[src/rtl/window_addr_scheduler_pkg.sv]
// Shared types and helpers for the sliding-window read-address scheduler.
package window_addr_scheduler_pkg;

    typedef enum logic [1:0] {
        IDLE  = 2'd0,
        FETCH = 2'd1,
        DRAIN = 2'd2
    } sched_state_t;

    // Ceiling log2 with a floor of one bit, so single-valued fields stay legal.
    function automatic int unsigned sched_clog2(input int unsigned v);
        int unsigned w;
        w = 1;
        for (int unsigned i = 1; i < 32; i++) begin
            if ((32'd1 << i) < v) w = i + 1;
        end
        return w;
    endfunction

endpackage

[src/rtl/window_addr_scheduler_if.sv]
// Control handshake, SRAM read request and returned-data tag bundle.
interface window_addr_scheduler_if #(
    parameter int unsigned ADDR_W = 20,
    parameter int unsigned TAP_W  = 2,
    parameter int unsigned COL_W  = 8,
    parameter int unsigned ROW_W  = 8
);
    logic              start;
    logic              stall;
    logic              abort;
    logic              rd_en;
    logic [ADDR_W-1:0] rd_addr;
    logic              busy;
    logic              done;
    logic              tag_valid;
    logic [TAP_W-1:0]  tag_tap;
    logic [COL_W-1:0]  tag_col;
    logic [ROW_W-1:0]  tag_row;
    logic              tag_eol;
    logic              tag_eof;

    modport master (
        output start, stall, abort,
        input  rd_en, rd_addr, busy, done,
        input  tag_valid, tag_tap, tag_col, tag_row, tag_eol, tag_eof
    );

    modport slave (
        input  start, stall, abort,
        output rd_en, rd_addr, busy, done,
        output tag_valid, tag_tap, tag_col, tag_row, tag_eol, tag_eof
    );
endinterface

[src/rtl/window_addr_scheduler_tag_delay_line.sv]
// Fixed-depth delay line for read tags; valid bits can be flushed in one cycle.
module tag_delay_line #(
    parameter int unsigned WIDTH = 1,
    parameter int unsigned DEPTH = 1
) (
    input  logic             clk,
    input  logic             reset,
    input  logic             clr_i,
    input  logic             valid_i,
    input  logic [WIDTH-1:0] data_i,
    output logic             valid_o,
    output logic [WIDTH-1:0] data_o
);
    generate
        if (DEPTH == 0) begin : g_pass
            logic unused_pass;
            assign unused_pass = ^{clk, reset, clr_i};
            assign valid_o     = valid_i;
            assign data_o      = data_i;
        end else begin : g_pipe
            logic             valid_q [DEPTH];
            logic [WIDTH-1:0] data_q  [DEPTH];

            // Shift tags one stage per cycle; clr_i drops every valid bit at once.
            always_ff @(posedge clk or posedge reset) begin
                if (reset) begin
                    for (int unsigned i = 0; i < DEPTH; i++) begin
                        valid_q[i] <= 1'b0;
                        data_q[i]  <= '0;
                    end
                end else begin
                    valid_q[0] <= valid_i & ~clr_i;
                    data_q[0]  <= data_i;
                    for (int unsigned i = 1; i < DEPTH; i++) begin
                        valid_q[i] <= valid_q[i-1] & ~clr_i;
                        data_q[i]  <= data_q[i-1];
                    end
                end
            end

            assign valid_o = valid_q[DEPTH-1];
            assign data_o  = data_q[DEPTH-1];
        end
    endgenerate
endmodule

[src/rtl/window_addr_scheduler.sv]
// Issues the column-major tap address stream for a KROWS-tall sliding window
// over an IMG_W x IMG_H frame and tags each read so it lines up with SRAM q.
module window_addr_scheduler
    import window_addr_scheduler_pkg::*;
#(
    parameter int unsigned ADDR_W   = 20,
    parameter int unsigned IMG_W    = 256,
    parameter int unsigned IMG_H    = 256,
    parameter int unsigned KROWS    = 4,
    parameter int unsigned ROW_STEP = 1,
    parameter int unsigned RAM_LAT  = 1
) (
    input  logic                  clk,
    input  logic                  reset,
    window_addr_scheduler_if.slave bus
);
    localparam int unsigned TAP_W    = sched_clog2(KROWS);
    localparam int unsigned COL_W    = sched_clog2(IMG_W);
    localparam int unsigned ROW_W    = sched_clog2(IMG_H);
    localparam int unsigned DRN_W    = sched_clog2(RAM_LAT + 1);
    localparam int unsigned TAG_W    = TAP_W + COL_W + ROW_W + 2;
    localparam int unsigned LAST_ROW = (KROWS - 1) + ((IMG_H - KROWS) / ROW_STEP) * ROW_STEP;

    localparam logic [ADDR_W-1:0] ROW_STRIDE = ADDR_W'(IMG_W);
    localparam logic [ADDR_W-1:0] BASE_FIRST = ADDR_W'((KROWS - 1) * IMG_W);
    // From the last column of row r to column 0 of row r+ROW_STEP.
    localparam logic [ADDR_W-1:0] ROW_JUMP   = ADDR_W'((ROW_STEP - 1) * IMG_W + 1);
    localparam logic [TAP_W-1:0]  TAP_LAST   = TAP_W'(KROWS - 1);
    localparam logic [COL_W-1:0]  COL_LAST   = COL_W'(IMG_W - 1);
    localparam logic [ROW_W-1:0]  ROW_FIRST  = ROW_W'(KROWS - 1);
    localparam logic [ROW_W-1:0]  ROW_LAST   = ROW_W'(LAST_ROW);
    localparam logic [ROW_W-1:0]  ROW_INC    = ROW_W'(ROW_STEP);
    localparam logic [DRN_W-1:0]  DRN_LAST   = DRN_W'(RAM_LAT);

    sched_state_t      state_q,   state_d;
    logic [ROW_W-1:0]  row_q,     row_d;
    logic [COL_W-1:0]  col_q,     col_d;
    logic [TAP_W-1:0]  tap_q,     tap_d;
    logic [ADDR_W-1:0] base_q,    base_d;
    logic [ADDR_W-1:0] addr_q,    addr_d;
    logic [DRN_W-1:0]  drn_q,     drn_d;
    logic              rd_en_q,   rd_en_d;
    logic [ADDR_W-1:0] rd_addr_q, rd_addr_d;
    logic [TAG_W-1:0]  tag_q,     tag_d;
    logic              done_q,    done_d;

    logic              tap_last, col_last, row_last, eol, eof;
    logic              tag_valid;
    logic [TAG_W-1:0]  tag_data;

    assign tap_last = (tap_q == TAP_LAST);
    assign col_last = (col_q == COL_LAST);
    assign row_last = (row_q == ROW_LAST);
    assign eol      = tap_last & col_last;
    assign eof      = eol & row_last;

    // State, counters and the registered read/tag issue stage.
    always_ff @(posedge clk or posedge reset) begin
        if (reset) begin
            state_q   <= IDLE;
            row_q     <= ROW_FIRST;
            col_q     <= '0;
            tap_q     <= '0;
            base_q    <= '0;
            addr_q    <= '0;
            drn_q     <= '0;
            rd_en_q   <= 1'b0;
            rd_addr_q <= '0;
            tag_q     <= '0;
            done_q    <= 1'b0;
        end else begin
            state_q   <= state_d;
            row_q     <= row_d;
            col_q     <= col_d;
            tap_q     <= tap_d;
            base_q    <= base_d;
            addr_q    <= addr_d;
            drn_q     <= drn_d;
            rd_en_q   <= rd_en_d;
            rd_addr_q <= rd_addr_d;
            tag_q     <= tag_d;
            done_q    <= done_d;
        end
    end

    // Next state: walk taps bottom-up using a running subtract, then columns, then rows.
    always_comb begin
        state_d   = state_q;
        row_d     = row_q;
        col_d     = col_q;
        tap_d     = tap_q;
        base_d    = base_q;
        addr_d    = addr_q;
        drn_d     = drn_q;
        rd_en_d   = 1'b0;
        rd_addr_d = rd_addr_q;
        tag_d     = tag_q;
        done_d    = 1'b0;

        case (state_q)
            IDLE: begin
                if (bus.start) begin
                    state_d = FETCH;
                    row_d   = ROW_FIRST;
                    col_d   = '0;
                    tap_d   = '0;
                    base_d  = BASE_FIRST;
                    addr_d  = BASE_FIRST;
                end
            end
            FETCH: begin
                if (!bus.stall) begin
                    rd_en_d   = 1'b1;
                    rd_addr_d = addr_q;
                    tag_d     = {tap_q, col_q, row_q, eol, eof};
                    if (!tap_last) begin
                        tap_d  = tap_q + 1'b1;
                        addr_d = addr_q - ROW_STRIDE;
                    end else begin
                        tap_d = '0;
                        if (!col_last) begin
                            col_d  = col_q + 1'b1;
                            base_d = base_q + 1'b1;
                            addr_d = base_q + 1'b1;
                        end else if (!row_last) begin
                            col_d  = '0;
                            row_d  = row_q + ROW_INC;
                            base_d = base_q + ROW_JUMP;
                            addr_d = base_q + ROW_JUMP;
                        end else begin
                            state_d = DRAIN;
                            drn_d   = '0;
                        end
                    end
                end
            end
            DRAIN: begin
                // Lasts until the final tag has left the delay line.
                if (drn_q == DRN_LAST) begin
                    state_d = IDLE;
                    done_d  = 1'b1;
                end else begin
                    drn_d = drn_q + 1'b1;
                end
            end
            default: state_d = IDLE;
        endcase

        if (bus.abort) begin
            state_d = IDLE;
            rd_en_d = 1'b0;
            done_d  = 1'b0;
        end
    end

    tag_delay_line #(
        .WIDTH (TAG_W),
        .DEPTH (RAM_LAT)
    ) u_tags (
        .clk     (clk),
        .reset   (reset),
        .clr_i   (bus.abort),
        .valid_i (rd_en_q),
        .data_i  (tag_q),
        .valid_o (tag_valid),
        .data_o  (tag_data)
    );

    assign bus.rd_en     = rd_en_q;
    assign bus.rd_addr   = rd_addr_q;
    assign bus.busy      = (state_q != IDLE);
    assign bus.done      = done_q;
    assign bus.tag_valid = tag_valid;
    assign {bus.tag_tap, bus.tag_col, bus.tag_row, bus.tag_eol, bus.tag_eof} = tag_data;

endmodule

[src/flat_wrapper.sv]
// flat-port wrapper written by rule: the top's interface ports become plain ports
module window_addr_scheduler_flat import window_addr_scheduler_pkg::*;
#(
    parameter int unsigned ADDR_W   = 20,
    parameter int unsigned IMG_W    = 256,
    parameter int unsigned IMG_H    = 256,
    parameter int unsigned KROWS    = 4,
    parameter int unsigned ROW_STEP = 1,
    parameter int unsigned RAM_LAT  = 1
)
  (clk, reset, bus_start, bus_stall, bus_abort, bus_rd_en, bus_rd_addr, bus_busy, bus_done, bus_tag_valid, bus_tag_tap, bus_tag_col, bus_tag_row, bus_tag_eol, bus_tag_eof);
  window_addr_scheduler_if #(.ADDR_W(ADDR_W), .TAP_W(sched_clog2(4)), .COL_W(sched_clog2(256)), .ROW_W(sched_clog2(256))) bus_i ();
  input  logic clk;
  input  logic reset;
  input wire logic [$bits(bus_i.start)-1:0] bus_start;
  input wire logic [$bits(bus_i.stall)-1:0] bus_stall;
  input wire logic [$bits(bus_i.abort)-1:0] bus_abort;
  output wire logic [$bits(bus_i.rd_en)-1:0] bus_rd_en;
  output wire logic [$bits(bus_i.rd_addr)-1:0] bus_rd_addr;
  output wire logic [$bits(bus_i.busy)-1:0] bus_busy;
  output wire logic [$bits(bus_i.done)-1:0] bus_done;
  output wire logic [$bits(bus_i.tag_valid)-1:0] bus_tag_valid;
  output wire logic [$bits(bus_i.tag_tap)-1:0] bus_tag_tap;
  output wire logic [$bits(bus_i.tag_col)-1:0] bus_tag_col;
  output wire logic [$bits(bus_i.tag_row)-1:0] bus_tag_row;
  output wire logic [$bits(bus_i.tag_eol)-1:0] bus_tag_eol;
  output wire logic [$bits(bus_i.tag_eof)-1:0] bus_tag_eof;
  assign bus_i.start = bus_start;
  assign bus_i.stall = bus_stall;
  assign bus_i.abort = bus_abort;
  assign bus_rd_en = bus_i.rd_en;
  assign bus_rd_addr = bus_i.rd_addr;
  assign bus_busy = bus_i.busy;
  assign bus_done = bus_i.done;
  assign bus_tag_valid = bus_i.tag_valid;
  assign bus_tag_tap = bus_i.tag_tap;
  assign bus_tag_col = bus_i.tag_col;
  assign bus_tag_row = bus_i.tag_row;
  assign bus_tag_eol = bus_i.tag_eol;
  assign bus_tag_eof = bus_i.tag_eof;
  window_addr_scheduler #(.ADDR_W(ADDR_W), .IMG_W(IMG_W), .IMG_H(IMG_H), .KROWS(KROWS), .ROW_STEP(ROW_STEP), .RAM_LAT(RAM_LAT)) u_core (.clk(clk), .reset(reset), .bus(bus_i));
endmodule
[config.mk]
export PLATFORM = sky130hd
export DESIGN_NAME = window_addr_scheduler_flat
export DESIGN_NICKNAME = d
export VERILOG_FILES = /design/src/rtl/window_addr_scheduler_pkg.sv /design/src/rtl/window_addr_scheduler_if.sv /design/src/rtl/window_addr_scheduler_tag_delay_line.sv /design/src/rtl/window_addr_scheduler.sv /design/src/flat_wrapper.sv
export SDC_FILE = /design/constraint.sdc
export NUM_CORES = 1
export LEC_CHECK = 0
export ABC_AREA = 1
export ABC_CLOCK_PERIOD_IN_PS = 7500
export BUFFER_PORTS_ARGS = -buffer_cell sky130_fd_sc_hd__clkbuf_2
export CAP_MARGIN = 10
export CORE_MARGIN = 2
export CORE_UTILIZATION = 45
export CTS_CLUSTER_DIAMETER = 120
export DETAILED_ROUTE_END_ITERATION = 8
export GPL_TIMING_DRIVEN = 0
export PLACE_DENSITY = 0.68
export SYNTH_ARGS = -nofsm -noshare
export SYNTH_HDL_FRONTEND = slang
export SYNTH_HIERARCHICAL = 1
export SYNTH_SLANG_ARGS = --single-unit
[constraint.sdc]
create_clock -name clk -period 7.5 [get_ports clk]
set_input_delay 2.25 -clock clk [delete_from_list [all_inputs] [get_ports clk]]
set_output_delay 2.25 -clock clk [all_outputs]
set_load 0.02 [all_outputs]
==> reports/results.ini <==
[pwr]
power.internal_mw=1.55
p_leak_nw=3.46
peakVddDrop_uv=152
p_per_area_nw_per_um2=346
p_total_mw=2.39
switchingPower_mw=0.845
seq_power_share_pct=34.8
p_sw_share_pct=35.3
clockPowerShare_pct=36.5
comb_power_share_pct=28.6

[synthesis]
yosysWarningCount=6
netlist.area_leader.share_pct=52.8
synthFlopType=dfrtp_1
syn_inst=706
synthTopCellsByCount=nand2_1, dfrtp_1, nor2_1
ys_top_cells_by_area=dfrtp_1, nand2_1, nand3_1
syn-num-nets=716
synth_edf_count=0
synth_cell_types=33
avgSynthCellArea_um2=8.19
synth_area_leader_cell=dfrtp_1
synth_most_common_cell=nand2_1
synth-seq-cells=124
netlist_area_um2=5780
ys_async_sr_fraction_pct=100
yosysSeqAreaShare_pct=53.7

[critical_path]
crit_path_start_kind=flop
crit_arrival_ns=1.32
slowest_stage=dfrtp_1
criticalPathCategory=flop to output port
critPathCaptureType=output port
critPathRequiredTime_ns=5.25
critical_path.cell_chain=nor2_2 > inv_1 > clkbuf_2
cp_max_fo=5
cpPeakStageDelay_ns=0.44

[clock_network]
clk_pin_slew_ns=0.05
cts_sinks=124
insertion_delay_ns=0.41
postCtsSetupBuffers=0
h-tree-depth=4
cts_hold_repair.buffers=0
post_cts_resized=0
cts_buffers=17
cts_tree=done
max-clock-path-buffers=2
cts-root-buf=clkbuf_16

[placed_design]
dp_cells=927
io_buffers=48
place_hpwl_mm=10.0
gp_congestion=0.919
pre_cts_ws_ns=3.75

[timing]
slew_viol_final=0
setup_violations=0
worstMarginPinSlew_ns=0.733
tns_ns=0
rsz0062_at_grt=no
finClkSkew_ns=0.00868
period_needed_ns=3.57
period_share_pct=47.5
whs_ns=0.376
fin_ws_ns=3.93
slew_headroom_pct=51.1
hold_viol=0
max_freq_mhz=280

[global_route]
grt_pass1_wl_mm=23.1
grt_max_degree=65
grtUsageTotal_pct=20.8
grt_pass1_vias=4656
grt.overflow.total=0
antenna_found_initial=0

[floorplanning]
dieArea_um2=13800
rows=41
die_w_um=117
num_io_pins=49
initial_core_util_pct=46.0
core_um2=12600
die_y_um=117

[cells_and_area]
diodes=0
finish.net_count=784
area_growth_pct=19.3
final_layout_size_suffix_gt1_share_pct=16.5
final_cells=959

[detailed_routing]
dr.first_iter.drc_count=383
drt_pass1_iterations=5
avgRoutedWirePerCell_um=14.3
drtAntennaViolNets=0
viasPerCell=5.07
via_count=4858
remaining_drc_errors=0
drt_wl_total_mm=13.7

[flow_run]
cap_violations=0

[worst_hold_path]
hold_class=flop to flop

[outcome]
status=completed

-- power by group through the flow --
stage / registers, mW / clock network [mW] / logic [mW]
after floorplan: 0.878 / 0 / 0.444
after global placement: 0.838 / 0 / 0.677
after detailed placement: 0.843 / 0 / 0.687
after CTS: 0.833 / 0.885 / 0.689
after global routing: 0.845 / 0.915 / 0.761
final: 0.833 / 0.873 / 0.684
-- final timing paths --
path / start / end / slack, ns / depth (start not counted)
setup / recovery: u_core/state_q[0] / bus_busy / 3.93 / 3
hold / removal: u_core/tag_q[6] / u_core/u_tags/data_o[6] / 0.38 / 0
setup reg to reg: u_core/tap_q[0] / u_core/base_q[3] / 5.37 / 8
hold reg to reg: u_core/tag_q[6] / u_core/u_tags/data_o[6] / 0.38 / 0
max in group asynchronous: reset / u_core/base_q[16] / 4.94 / 3
min in group asynchronous: reset / u_core/tag_q[6] / 1.88 / 2
-- routing by layer --
metal | global-route usage, % | vias up | routed length, um
met5 | 0 | - | 0
met4 | 6.93 | 0 | 278
met3 | 4.33 | 24 | 693
met2 | 33.3 | 148 | 6400
met1 | 28.5 | 2286 | 6350
li1 | - | 2400 | -
-- sequential cells by signal, indices dropped and copies added, names as in the netlist --
signal	cells
u_core/col_q	8
u_core/tag_q	20
u_core/bus.rd_en	1
u_core/bus.done	1
u_core/u_tags/data_o	20
u_core/u_tags/valid_o	1
u_core/state_q	2
u_core/base_q	20
u_core/row_q	8
u_core/bus.rd_addr	20
u_core/tap_q	2
u_core/addr_q	20
u_core/drn_q	1
-- critical path, delay by kind of cell, from the launching register on --
kind | cells | cell delay (ns)
buffers and inverters | 2 | 0.22
flip-flops | 1 | 0.44
AND/OR/NAND/NOR | 1 | 0.24
-- metrics by stage --
step	area, um^2	utilization (%)
after floorplan	5780	-
after global placement	6240	49.6
after detailed placement	6270	49.9
after CTS	6900	54.9
after global routing	6900	54.9
final	6900	54.9
-- layout make-up --
cell class	count	area, um^2
repair buffers	49	268
flip-flops and latches	124	3110
inverters	64	248
well taps	172	215
clock buffers	19	443
multi-input cells	500	2300
clock inverters	13	189
fillers	1129	5670
plain buffers	18	128
-- kinds of logic (layout without fill, tap and decap cells) --
| family | after synthesis | in the layout | synth area share (%) |
|---|---|---|---|
| DFF | 124 | 124 | 53.7 |
| and+or+nand+nor | 399 | 399 | 29.3 |
| xor gates and xnor gates | 5 | 5 | 0.758 |
| adders and majority gates | 5 | 5 | 1.08 |
| buffers and inverters | 82 | 163 | 6.45 |
| AOI/OAI and AO/OA | 91 | 91 | 8.68 |
-- placed cells by master (no fill, tap or decap), drive strengths merged --
master / instances
o21bai: 5
a21oi: 12
ha: 5
nor3: 6
inv: 65
clkinvlp: 2
xor2: 3
xnor2: 2
bufinv: 4
o21ai: 74
dfrtp: 122
buf: 15
nor2: 78
clkinv: 6
nor3b: 2
nand2: 248
or2: 1
and2: 1
clkbuf: 71
nand3: 56
nand4: 7
dfstp: 2
No activity file was read; power rests on OpenSTA's default activity.
